## src/rtl/modn_counter_ctrl.sv

```systemverilog
// Mod-N up-counter sequencer: IDLE/RUN/HOLD/DONE control, one-shot or periodic wrap, status flags.
// Optional prescaler on count advance enabled by defining MODN_CTRL_PRESCALE_EN.
module modn_counter_ctrl #(
    parameter int unsigned W         = 4,
    parameter int unsigned DEFAULT_N = 8,
    parameter int unsigned PCNT_W    = 8
`ifdef MODN_CTRL_PRESCALE_EN
    ,
    parameter int unsigned PRESCALE  = 4
`endif
) (
    input  logic              clk,
    input  logic              reset,
    input  logic              cfg_we,
    input  logic [W-1:0]      cfg_n,
    input  logic              cfg_oneshot,
    input  logic              start,
    input  logic              pause,
    input  logic              stop,
    output logic [W-1:0]      count,
    output logic              tc,
    output logic              busy,
    output logic              done,
    output logic              err,
    output logic [PCNT_W-1:0] periods
);

    typedef enum logic [1:0] {
        S_IDLE = 2'd0,
        S_RUN  = 2'd1,
        S_HOLD = 2'd2,
        S_DONE = 2'd3
    } state_e;

    state_e state_q, state_d;

    logic [W-1:0]      count_q, count_d;
    logic              tc_q, tc_d;
    logic              busy_q, busy_d;
    logic              done_q, done_d;
    logic              err_q, err_d;
    logic [PCNT_W-1:0] periods_q, periods_d;
    logic [W-1:0]      n_q, n_d;
    logic              oneshot_q, oneshot_d;

    logic idle_like;
    logic active;
    logic start_ok;
    logic start_err;
    logic cfg_err;
    logic running;
    logic tick;
    logic wrap;
    logic advance;

    assign idle_like = (state_q == S_IDLE) || (state_q == S_DONE);
    assign active    = (state_q == S_RUN) || (state_q == S_HOLD);
    // A start that coincides with stop is dropped: stop has the highest priority.
    assign start_ok  = start && !stop && idle_like && (n_q != '0);
    assign start_err = start && !stop && idle_like && (n_q == '0);
    assign cfg_err   = cfg_we && active;
    assign running   = (state_q == S_RUN) && !stop && !pause;
    assign wrap      = (count_q == (n_q - W'(1)));
    assign advance   = running && tick;

`ifdef MODN_CTRL_PRESCALE_EN
    localparam int unsigned PS_W = (PRESCALE > 1) ? $clog2(PRESCALE) : 1;

    logic [PS_W-1:0] pre_q, pre_d;

    assign tick = (pre_q == PS_W'(PRESCALE - 1));

    always_comb begin
        pre_d = pre_q;
        if (stop && (state_q != S_IDLE)) begin
            pre_d = '0;
        end else if (start_ok) begin
            pre_d = '0;
        end else if (running) begin
            pre_d = tick ? '0 : pre_q + PS_W'(1);
        end
    end

    always_ff @(posedge clk or negedge reset) begin
        if (!reset) begin
            pre_q <= '0;
        end else begin
            pre_q <= pre_d;
        end
    end
`else
    assign tick = 1'b1;
`endif

    always_ff @(posedge clk or negedge reset) begin
        if (!reset) begin
            state_q <= S_IDLE;
        end else begin
            state_q <= state_d;
        end
    end

    always_comb begin
        state_d = state_q;
        case (state_q)
            S_IDLE: begin
                if (start_ok) state_d = S_RUN;
            end
            S_RUN: begin
                if (stop)                             state_d = S_IDLE;
                else if (pause)                       state_d = S_HOLD;
                else if (advance && wrap && oneshot_q) state_d = S_DONE;
            end
            S_HOLD: begin
                if (stop)       state_d = S_IDLE;
                else if (start) state_d = S_RUN;
            end
            S_DONE: begin
                if (stop)          state_d = S_IDLE;
                else if (start_ok) state_d = S_RUN;
            end
            default: state_d = S_IDLE;
        endcase
    end

    always_comb begin
        count_d   = count_q;
        tc_d      = 1'b0;
        done_d    = done_q;
        periods_d = periods_q;
        err_d     = cfg_err || start_err;
        busy_d    = (state_d == S_RUN) || (state_d == S_HOLD);
        n_d       = n_q;
        oneshot_d = oneshot_q;

        if (stop && (state_q != S_IDLE)) begin
            count_d = '0;
            done_d  = 1'b0;
        end else if (start_ok) begin
            count_d   = '0;
            periods_d = '0;
            done_d    = 1'b0;
        end else if (advance) begin
            if (wrap) begin
                count_d = '0;
                tc_d    = 1'b1;
                if (periods_q != '1) periods_d = periods_q + PCNT_W'(1);
                if (oneshot_q) done_d = 1'b1;
            end else begin
                count_d = count_q + W'(1);
            end
        end

        if (cfg_we && idle_like) begin
            n_d       = cfg_n;
            oneshot_d = cfg_oneshot;
        end
    end

    always_ff @(posedge clk or negedge reset) begin
        if (!reset) begin
            count_q   <= '0;
            tc_q      <= 1'b0;
            busy_q    <= 1'b0;
            done_q    <= 1'b0;
            err_q     <= 1'b0;
            periods_q <= '0;
            n_q       <= W'(DEFAULT_N);
            oneshot_q <= 1'b0;
        end else begin
            count_q   <= count_d;
            tc_q      <= tc_d;
            busy_q    <= busy_d;
            done_q    <= done_d;
            err_q     <= err_d;
            periods_q <= periods_d;
            n_q       <= n_d;
            oneshot_q <= oneshot_d;
        end
    end

    assign count   = count_q;
    assign tc      = tc_q;
    assign busy    = busy_q;
    assign done    = done_q;
    assign err     = err_q;
    assign periods = periods_q;

endmodule

```

## config.mk

```make
export PLATFORM = sky130hd
export DESIGN_NAME = modn_counter_ctrl
export DESIGN_NICKNAME = d
export VERILOG_FILES = /design/src/rtl/modn_counter_ctrl.sv
export SDC_FILE = /design/constraint.sdc
export NUM_CORES = 1
export LEC_CHECK = 0
export CAP_MARGIN = 20
export CORE_ASPECT_RATIO = 1.25
export CORE_MARGIN = 1
export CORE_UTILIZATION = 48
export CTS_BUF_LIST = sky130_fd_sc_hd__clkbuf_8
export DETAILED_ROUTE_END_ITERATION = 8
export PLACE_DENSITY = 0.77
export SYNTH_ARGS = -nofsm -noshare
export SYNTH_HDL_FRONTEND = slang
export SYNTH_SLANG_ARGS = --single-unit
export TNS_END_PERCENT = 10
```

## constraint.sdc

```tcl
create_clock -name clk -period 1.98 [get_ports clk]
set_input_delay 0.198 -clock clk [delete_from_list [all_inputs] [get_ports clk]]
set_output_delay 0.198 -clock clk [all_outputs]
set_load 0.005 [all_outputs]
```

== Word-level counts from Yosys, hierarchy flattened ==
Cells that the tools add are included.
Word-level totals
  flip-flop bits (word level): 23
  bits of input ports: 11
  output and inout port bits: 16
  word-level logic and storage cells: 74
Operators by class
  add/subtract/negate cells: 3
  equality and inequality tests: 7
  mux-type cells: 25
  bitwise operators: 1
  reduce and logical (&&, ||, !) cells: 29
Operators with widths (count)
  two-way mux 8 bit: 4
  two-way mux 4 bit: 4
  two-way mux 2 bit: 7
  logical AND 1 bit: 11
  two-way mux 1 bit: 9
  nonzero test 3 bit: 3
  adder 8 x 1 -> 8 bit, second input constant: 1
  != test 8 bit, second input constant: 1
  one-hot mux 2 bit (4 select lines): 1
  nonzero test 2 bit: 4
  == test 2 bit, second input constant: 3
  adder 4 x 1 -> 4 bit, second input constant: 1
  == test 2 x 1 -> 1 bit, second input constant: 2
  == test 4 bit: 1
  logical NOT 4 bit: 1
  logical OR 1 bit: 4
  AND reduction 4 bit: 1
  nonzero test 4 bit: 1
  subtractor 4 x 1 -> 4 bit, second input constant: 1
  AND reduction 3 bit: 1
  logical NOT 1 bit: 2
  logical NOT 2 bit: 1
  inverter 1 bit: 1

== Longest topological paths before layout ==
Gate-level depths: netlist (run 1).
  depth after elaboration: 11
  gate-level depth with buffers: 8
  mapped depth without buffers: 7

== Least setup slack after synthesis (run 1) ==
Ideal clock, no wire load.
  path kind: flip-flop to flip-flop
  from: register state_q[1]
  to: register count_q[2] (netlist: count[2])
  library setup time: 0.118 ns
  data arrival time: 2.059 ns
  data required time: 1.862 ns
  slack: -0.197 ns
  cell stages (with the launch flop): 8
  buffers on the path: 0
  clock period less this slack: 2.177 ns
  cells stage by stage: dfrtp_1 inv_1 ha_1 or3b_2 nor2_1 nor3_1 o21bai_1 a21o_1
On the way
  longest elaborated chain between the ends: 6
  elaborated cells on any way between the ends: 13
  those cells by class: eq/ne: 2; mux: 2; reduce/logical: 9
RTL lines
  start, declared: RTL line 35  | state_e state_q, state_d;
  start signal, assigned: RTL line 99  | state_q <= state_d;
  == test 2 bit / logical NOT 2 bit (equally long branches): RTL line 56  | assign idle_like = (state_q == S_IDLE) || (state_q == S_DONE);
  logical OR 1 bit: RTL line 56
  logical AND 1 bit (2 in a row): RTL line 59  | assign start_ok = start && !stop && idle_like && (n_q != '0);
  two-way mux 4 bit: RTL line 139  | end else if (start_ok) begin
  two-way mux 4 bit: RTL line 136  | if (stop && (state_q != S_IDLE)) begin
  end signal, assigned: RTL line 171  | count_q <= count_d;
  end, declared: RTL line 37  | logic [W-1:0] count_q, count_d;
Several ways; a longest one is shown, not always the timed one.
A chain may end at the register's enable or synchronous reset.

== Worst setup path after layout (run 1) ==
  from: register n_q[1]
  to: register busy_q (netlist: busy)
On the way
  longest elaborated chain between the ends: 10
  elaborated cells on any way between the ends: 15
  those cells by class: add/sub: 1; eq/ne: 3; mux: 6; reduce/logical: 5
RTL lines
  start, declared: RTL line 43  | logic [W-1:0] n_q, n_d;
  start signal, assigned: RTL line 168  | n_q <= W'(DEFAULT_N);
  start signal, assigned: RTL line 177  | n_q <= n_d;
  subtractor 4 x 1 -> 4 bit: RTL line 63  | assign wrap = (count_q == (n_q - W'(1)));
  == test 4 bit: RTL line 63
  logical AND 1 bit (2 in a row): RTL line 112  | else if (advance && wrap && oneshot_q) state_d = S_DONE;
  two-way mux 2 bit: RTL line 112
  two-way mux 2 bit: RTL line 111  | else if (pause) state_d = S_HOLD;
  two-way mux 2 bit: RTL line 110  | if (stop) state_d = S_IDLE;
  one-hot mux 2 bit (4 select lines) *: RTL line 105  | case (state_q)
  named net state_d[1]: RTL line 35
  == test 2 x 1 -> 1 bit / == test 2 bit (equally long branches): RTL line 132  | busy_d = (state_d == S_RUN) || (state_d == S_HOLD);
  logical OR 1 bit *: RTL line 132
  named net busy_d: RTL line 39  | logic busy_q, busy_d;
  end signal, assigned: RTL line 173  | busy_q <= busy_d;
  end, declared: RTL line 39
Mark *: on every way through the listed nets, which the timed path passes. The rest lies on a longest branch.

==> run summary, run 1 <==
The maximum resistive drop on vdd is 0.0008466 V. Walking the worst path, the cells encountered are inv_2 -> ha_4 -> xor2_2 -> and3b_2 -> and4_4 -> o31a_1 -> mux2_4. The relative contribution of sequential cells to total power is 0.306. TritonCTS built the clock tree. The number of sinks driven by the clock tree came out at 23.

The count of final hold-check violations came out at 0. In this run the worst setup path begins at n_q[1]. The dominant delay contributor by cell family on the critical path is simple AND/OR/NAND/NOR gates. The total number of yosys warnings came out at 0. The tightest min-delay check is of the in -> async type. The total of flip-flops plus latches after synthesis came out at 23. Ranked by total cell area, the synthesized netlist is headed by sky130_fd_sc_hd__dfrtp_1 (40%), sky130_fd_sc_hd__ha_1 (7.4%), sky130_fd_sc_hd__a21oi_1 (3.7%), sky130_fd_sc_hd__nand2_1 (3.3%), sky130_fd_sc_hd__o31ai_1 (3.3%). The global-route congestion overflow total is 0. The global-route wire length before repair is 5326 um. The overall power consumption is 0.002157 W. Sorting the synthesized cells by how often they occur yields sky130_fd_sc_hd__dfrtp_1 (22), sky130_fd_sc_hd__nand2_1 (12), sky130_fd_sc_hd__a21oi_1 (10), sky130_fd_sc_hd__inv_1 (10), sky130_fd_sc_hd__ha_1 (8). For this design, the slowest cell found on the critical path is sky130_fd_sc_hd__dfrtp_1. The clock buffer count from CTS came out at 3. The final reports fail on setup timing. Compared with the post-synthesis result, the final layout area differs by 49.17%. The data arrival at the endpoint of the critical path is 2.20 ns. Power spread over the standard cell area amounts to 1062 mW/mm^2. Yosys mapped a number of flops with a built-in enable equal to 0.

Synthesis handed over a netlist of 135 instances. The remaining design rule violation count came out at 0. The total count of max-transition violations in the final report came to 0.

Summing over every cut layer, the via total after detailed routing is 1296. The horizontal die dimension is 49.63 um. The via count normalized by instance count is 5.684. The sum of routed wire length over all layers came out at 3632 um. The nature of the critical path startpoint is a flip-flop. The startpoint identified for the worst register-to-register timing path is n_q[1].

The number of antenna violations at the first check in global routing is 0. The highest attainable clock frequency is 0.4876 GHz. The share of the yosys chip area belonging to registers is 0.4237. The share of the synthesized area in the top cell type is 0.4044. Along the worst path, the maximum fanout reaches 4. The count of boundary I/O pins is 27. The clock transition at the registers of the reported paths is 0.09 ns. The switching share of power is 0.3722. Among all flip-flop cells after synthesis, the most frequent one is sky130_fd_sc_hd__dfrtp_1. The critical path buffer and inverter count came out at 1. Setup repair after global routing could not meet its margin everywhere. The biggest area contributor in the post-synthesis netlist is sky130_fd_sc_hd__dfrtp_1.

Cell internal power was estimated by the tool at 0.001354 W. The final critical-path setup slack came out at -0.07096 ns. Summing every instance area after synthesis gives 0.001361 mm^2.

The switching power is 0.0008028 W. The total iterations of the first detailed-routing run is 4. The minimum setup slack after placement came out at -0.06770 ns.

Port buffering added 26 buffers. The height of the chip is 61.54 um. The number of DRC markers after the initial detailed-route iteration is 40. The dominant cell by count in the synthesized netlist is sky130_fd_sc_hd__dfrtp_1. For this run, the total global-route usage over all layers was measured as 0.2308. The final HPWL from detailed placement is 2484 um.

The routed length per instance is 15.93 um. The worst-margin pin slew is 0.4279 ns. The share of cells above drive strength 1 is 0.3196. The count of final setup violators came out at 3. The highest cell delay on the worst timing path came out at 0.39 ns. The leakage power summed over all cells came out at 0.8866 nW. The part of the power in the clock network is 0.134. CTS built an H-tree with a depth of 1. The final layout net count is 214. The worst clock skew is 0.006127 ns.

The global placer's final weighted congestion is 0.8631. The count of unique library cells instantiated by Yosys came out at 38. The flow ran to the end, but the final reports show violations. The reported max-cap violation count came out at 0. The clock insertion delay at the later pin of the skew report came out at 0.26 ns. The pin count of the biggest net entering global routing is 16.

The root buffer cell chosen for the clock tree is sky130_fd_sc_hd__clkbuf_8. The total nets after synthesis came out at 154. The share of synthesized registers carrying an async set or reset is 1.000. The post-route clock period utilization came out at 1.036. The count of standard-cell rows is 21.

The relative slew slack came out at 0.7138. Of the total power, combinational logic draws 0.560. The maximum clock insertion buffer count is 2. The number of global-route vias before repair is 1200. The area of the die is 0.003054 mm^2. The count of antenna diodes in the layout is 0. The shortest clock period the worst path allows after layout is 2.051 ns.

In this run the remaining antenna-violating nets after routing total 0. The worst endpoint required time is 2.13 ns. In this run the standard cell core region covers 0.002680 mm^2. The critical path class is reg -> reg.

The critical path endpoint category is a flip-flop. The effective utilization at floorplan is 0.5079. The synthesized area per cell is 10.08 um^2.
[routing by layer]
metal,vias to the layer above,GRT usage,routed length [um]
met5,-,0,0
met4,0,0.06122,48
met3,8,0.03704,149
met2,53,0.4459,1985
met1,617,0.2655,1449
li1,618,-,-
[repair_timing]
action                                  4_1_cts  5_1_grt
pin swaps                                     4       10
setup buffers                                 3        3
cloned                                        0        1
hold buffers                                  0        0
endpoints found under the setup margin        8       10
gates resized for setup                       8       14
[metrics by stage]
step                  util  hold WS (ns)  cell area [um^2]  setup TNS (ns)  instances
floorplan                -      -0.09759              1364         -0.1344        135
global placement    0.6835        0.5166              1832               0        217
detailed placement  0.6835        0.5148              1832         -0.2299        217
CTS                 0.7250        0.2523              1943               0        224
global route        0.7577        0.2647              2031         -0.6354        228
finish              0.7577        0.2322              2031         -0.1264        228
[state kept, by name, summed over array words and instances (netlist names)]
register / count
n_q: 4
count: 4
busy: 1
oneshot_q: 1
tc: 1
err: 1
done: 1
periods: 8
state_q: 2
[power groups by stage]
stage | clock network (W) | logic [W] | registers, W
after floorplan | 0 | 0.000496 | 0.000664
after global placement | 0 | 0.000893 | 0.000655
after detailed placement | 0 | 0.000919 | 0.000660
after CTS | 0.000293 | 0.00101 | 0.000655
after global routing | 0.000311 | 0.00130 | 0.000676
final | 0.000290 | 0.00121 | 0.000660
[area by class of cell]
type / instances / area, um^2
clock inverters: 1 / 3.754
clock buffers: 3 / 41.29
flip-flops and latches: 23 / 576.8
well taps: 34 / 42.54
multi-input cells: 101 / 843.3
fillers: 195 / 649.4
inverters: 10 / 37.54
repair buffers: 56 / 485.5
[worst register-to-register path, stage by stage, from the launching register on]
cell                      delay (ns)
sky130_fd_sc_hd__dfrtp_1        0.39
sky130_fd_sc_hd__inv_2          0.09
sky130_fd_sc_hd__ha_4           0.21
sky130_fd_sc_hd__xor2_2         0.15
sky130_fd_sc_hd__and3b_2        0.27
sky130_fd_sc_hd__and4_4         0.20
sky130_fd_sc_hd__o31a_1         0.32
sky130_fd_sc_hd__mux2_4         0.30
[cells by family after synthesis]
group	after synthesis	synth area share
AOI/OAI and AO/OA	31	0.1406
xor gates and xnor gates	7	0.05606
adders and majority gates	8	0.07353
buffers and inverters	12	0.03860
DFF	23	0.4237
muxes	4	0.03584
and+or+nand+nor	50	0.2316
[cells in the final DEF, fill, tap and decap left out, types with 3 or more instances in the layout]
master / instances
sky130_fd_sc_hd__buf_4: 30
sky130_fd_sc_hd__clkdlybuf4s50_1: 26
sky130_fd_sc_hd__dfrtp_1: 22
sky130_fd_sc_hd__nand2_1: 11
sky130_fd_sc_hd__inv_1: 9
sky130_fd_sc_hd__a21oi_1: 9
sky130_fd_sc_hd__o21ai_0: 7
sky130_fd_sc_hd__ha_1: 7
sky130_fd_sc_hd__o31ai_1: 6
sky130_fd_sc_hd__nor2b_1: 5
sky130_fd_sc_hd__or4_1: 4
sky130_fd_sc_hd__nand3b_1: 3
sky130_fd_sc_hd__mux2_2: 3
sky130_fd_sc_hd__clkbuf_8: 3
[path summary, 6_finish.rpt]
check	endpoint	slack, ns	cells after the start
setup / recovery	busy	-0.07	7
hold / removal	n_q[2]	0.23	1
setup reg to reg	busy	-0.07	7
hold reg to reg	oneshot_q	0.52	1
max in group asynchronous	tc	1.18	2
min in group clk	n_q[0]	0.50	3
Power figures use the tool's default switching activity.
==> run 2, diff against run 1 <==
--- a/config.mk
+++ b/config.mk
@@ -8,10 +8,9 @@
 export CAP_MARGIN = 20
 export CORE_ASPECT_RATIO = 1.25
 export CORE_MARGIN = 1
-export CORE_UTILIZATION = 48
-export CTS_BUF_LIST = sky130_fd_sc_hd__clkbuf_8
+export CORE_UTILIZATION = 46
 export DETAILED_ROUTE_END_ITERATION = 8
-export PLACE_DENSITY = 0.77
+export PLACE_DENSITY = 0.74
 export SYNTH_ARGS = -nofsm -noshare
 export SYNTH_HDL_FRONTEND = slang
 export SYNTH_SLANG_ARGS = --single-unit
==> run 2 against run 1 <==
Against the previous run: the flow still finishes with violations (setup timing); register-to-register slack improved by 0.02 ns; cell area fell by 3.0%; combinational power fell by 8%; critical path depth did not move; hold slack got worse by 0.032 ns; power fell by 7.4%; routed wire length fell by 7.9%; clock power fell by 25%; worst setup slack improved by 0.023 ns; die area rose by 4.2%; clock-buffer cell count rose by 1; highest routed layer unchanged.
==> run summary, run 2 (synthesized netlist as in run 1, its figures left out) <==
The run finished, with violations left. The final reports fail on setup timing. The final route contains 1288 vias.

The leakage power summed over all cells came out at 0.8572 nW. In the layout the commonest cells are sky130_fd_sc_hd__buf_4 (28), sky130_fd_sc_hd__clkdlybuf4s50_1 (26), sky130_fd_sc_hd__dfrtp_1 (22), sky130_fd_sc_hd__nand2_1 (12). In this run the count of I/O pins placed on the die edge is 27. Setup violations remaining at the end of the flow were counted as 5. The largest single stage delay on the critical path is 0.43 ns.

The final critical-path setup slack came out at -0.04799 ns. The worst setup path is launched from a flip-flop. After global routing the overflow that remains totals 0. The worst path in the final design needs a cycle of 2.028 ns, including I/O delays and setup. The longest clock path from root to sink contains 2 buffers. The clock drives 23 sinks.

Along the worst path, the maximum fanout reaches 3. Routability-driven placement finished with a final weighted congestion of 0.8865. The pin count of the biggest net entering global routing is 14. TritonCTS built the clock tree. The count of antenna-violating nets left after detailed routing is 0. The clock buffer count from CTS is 3. The worst clock skew came out at 0.01106 ns. Traced cell by cell, the critical path runs through buf_6 -> ha_1 -> nor2b_4 -> and2b_2 -> and4_1 -> o31a_1 -> mux2_4. The filler cell count is 215. The clock transition at the registers of the reported paths came out at 0.13 ns. After the last flow step, the layout net total stands at 212. The placed instances occupy a cell area of 0.001824 mm^2. The effective utilization at floorplan came out at 0.4982. The post-route clock period utilization is 1.024.

The multi-input gate area in the final layout is 804.5 um^2. In this run the worst hold path is classified as in -> async. For this run, the top clock speed supported by timing is 0.4931 GHz. The number of global-route vias before repair came out at 1325. The area of the die is 0.003182 mm^2. The overall fraction of global-route tracks in use came out at 0.2303. The remaining design rule violation count is 0. The worst setup path is captured at a flip-flop. Across all hold checks on the routed design, the worst slack comes to 0.2006 ns.

The number of flip-flops under the largest register name is 8. The share of cells above drive strength 1 is 0.2969. The worst-margin pin slew is 0.4973 ns. The area growth from synthesis to final layout came out at 44.67%. In the final routed layout, each cell accounts on average for 14.80 um. The number of H-tree branching levels is 1. The worst endpoint required time came out at 2.19 ns. The post-route standard cell area excluding fillers is 0.001969 mm^2. The horizontal die dimension came out at 50.66 um. The largest individual stage delay along the critical path comes from the cell sky130_fd_sc_hd__dfrtp_1.

The critical path is of the reg -> reg type. The total iterations of the first detailed-routing run came out at 4. The relative slew slack came out at 0.6674.

The number of antenna violations at the first check in global routing came to 0. Leaving out fill and tap cells, the most frequent cell in the layout is sky130_fd_sc_hd__buf_4. The power per unit of standard cell area came out at 1015 mW/mm^2.

Row generation in the floorplan step produced 21 rows. The clock insertion delay at the later pin of the skew report is 0.31 ns. Wires add up to 3345 um. The reported max-cap violation count came out at 0.

The accumulated negative setup slack is -0.1102 ns. After layout, the design draws a total of 0.001999 W. The count of antenna diodes in the layout came out at 0.

The via count normalized by instance count is 5.699. The total count of max-transition violations in the final report came out at 0. The final HPWL from detailed placement came out at 2502 um. CTS placed an instance of sky130_fd_sc_hd__clkbuf_4 at the clock tree root. The data arrival at the endpoint of the critical path came out at 2.24 ns. The number of DRC markers after the initial detailed-route iteration came out at 32. The count of final hold-check violations is 0.

The core outline area came out at 0.002733 mm^2. The maximum resistive drop on vdd came out at 0.0006861 V. Setup repair after global routing could not meet its margin everywhere.

The sequential standard cell area came out at 576.8 um^2. The first global-routing pass estimated 5630 um of wire. The depth of the worst register-to-register path came out at 7. For this run, the share of the core covered by cells in the final layout is 0.7207.

The height of the chip came out at 62.82 um. The number of input and output port buffers inserted is 26.
## run 2: cell types whose count changed in the layout (fill, tap and decap cells not counted), sizes merged
cell,change
inv,-1
buf,-1
nand4,-1
clkbuf,+1
## run 2: worst paths after layout
check / start / endpoint / slack, ns
max: state_q[0] / busy / -0.05
min: reset / done / 0.20
max reg2reg: state_q[0] / busy / -0.05
min reg2reg: oneshot_q / oneshot_q / 0.55
max in group asynchronous: reset / periods[5] / 1.21
min in group clk: cfg_n[0] / n_q[0] / 0.44
## run 2: through the flow
stage          instances  setup slack [ns]
4_1_cts              225          -0.02130
2_1_floorplan        135          -0.07282
5_1_grt              226           -0.1343
3_5_place_dp         216          -0.08013
3_3_place_gp         216          0.002943
6_report             226          -0.04799
## run 2: report_power, final
| group | internal [W] | switching, W | leakage, nW |
|---|---|---|---|
| clock | 0.0000786 | 0.000140 | 0.0150 |
| combinational | 0.000627 | 0.000488 | 0.537 |
| sequential | 0.000573 | 0.0000919 | 0.306 |
| total | 0.00128 | 0.000719 | 0.857 |
## run 2: layout make-up
class	count	area share
tap	34	0.02160
clock buffer	4	0.01334
multi-input combinational	100	0.4085
sequential	23	0.2929
timing repair buffer	55	0.2446
inverter	10	0.01906
## run 2: timing repair
item,4_1_cts,5_1_grt
hold buffers,0,0
setup buffers,5,1
hold endpoints to repair,0,0
gates resized for setup,14,2
pin swaps,6,1
endpoints found under the setup margin,11,11
## run 2: per-layer routing
metal  track usage  up-vias  wire (um)
met2        0.4300       59       1755
met1        0.2500      607       1339
li1              -      605          -
met4        0.1042        0        107
met3       0.02676       17        142
met5             0        -          0
## run 2: worst max-delay path: cells and delay by family (launching register included)
kind	cells	cell delay (ns)
AND/OR/NAND/NOR	3	0.54
flip-flops	1	0.43
AO/OA/AOI/OAI	1	0.33
multiplexers	1	0.30
adder cells (fa/ha/maj)	1	0.21
buffers and inverters	1	0.12
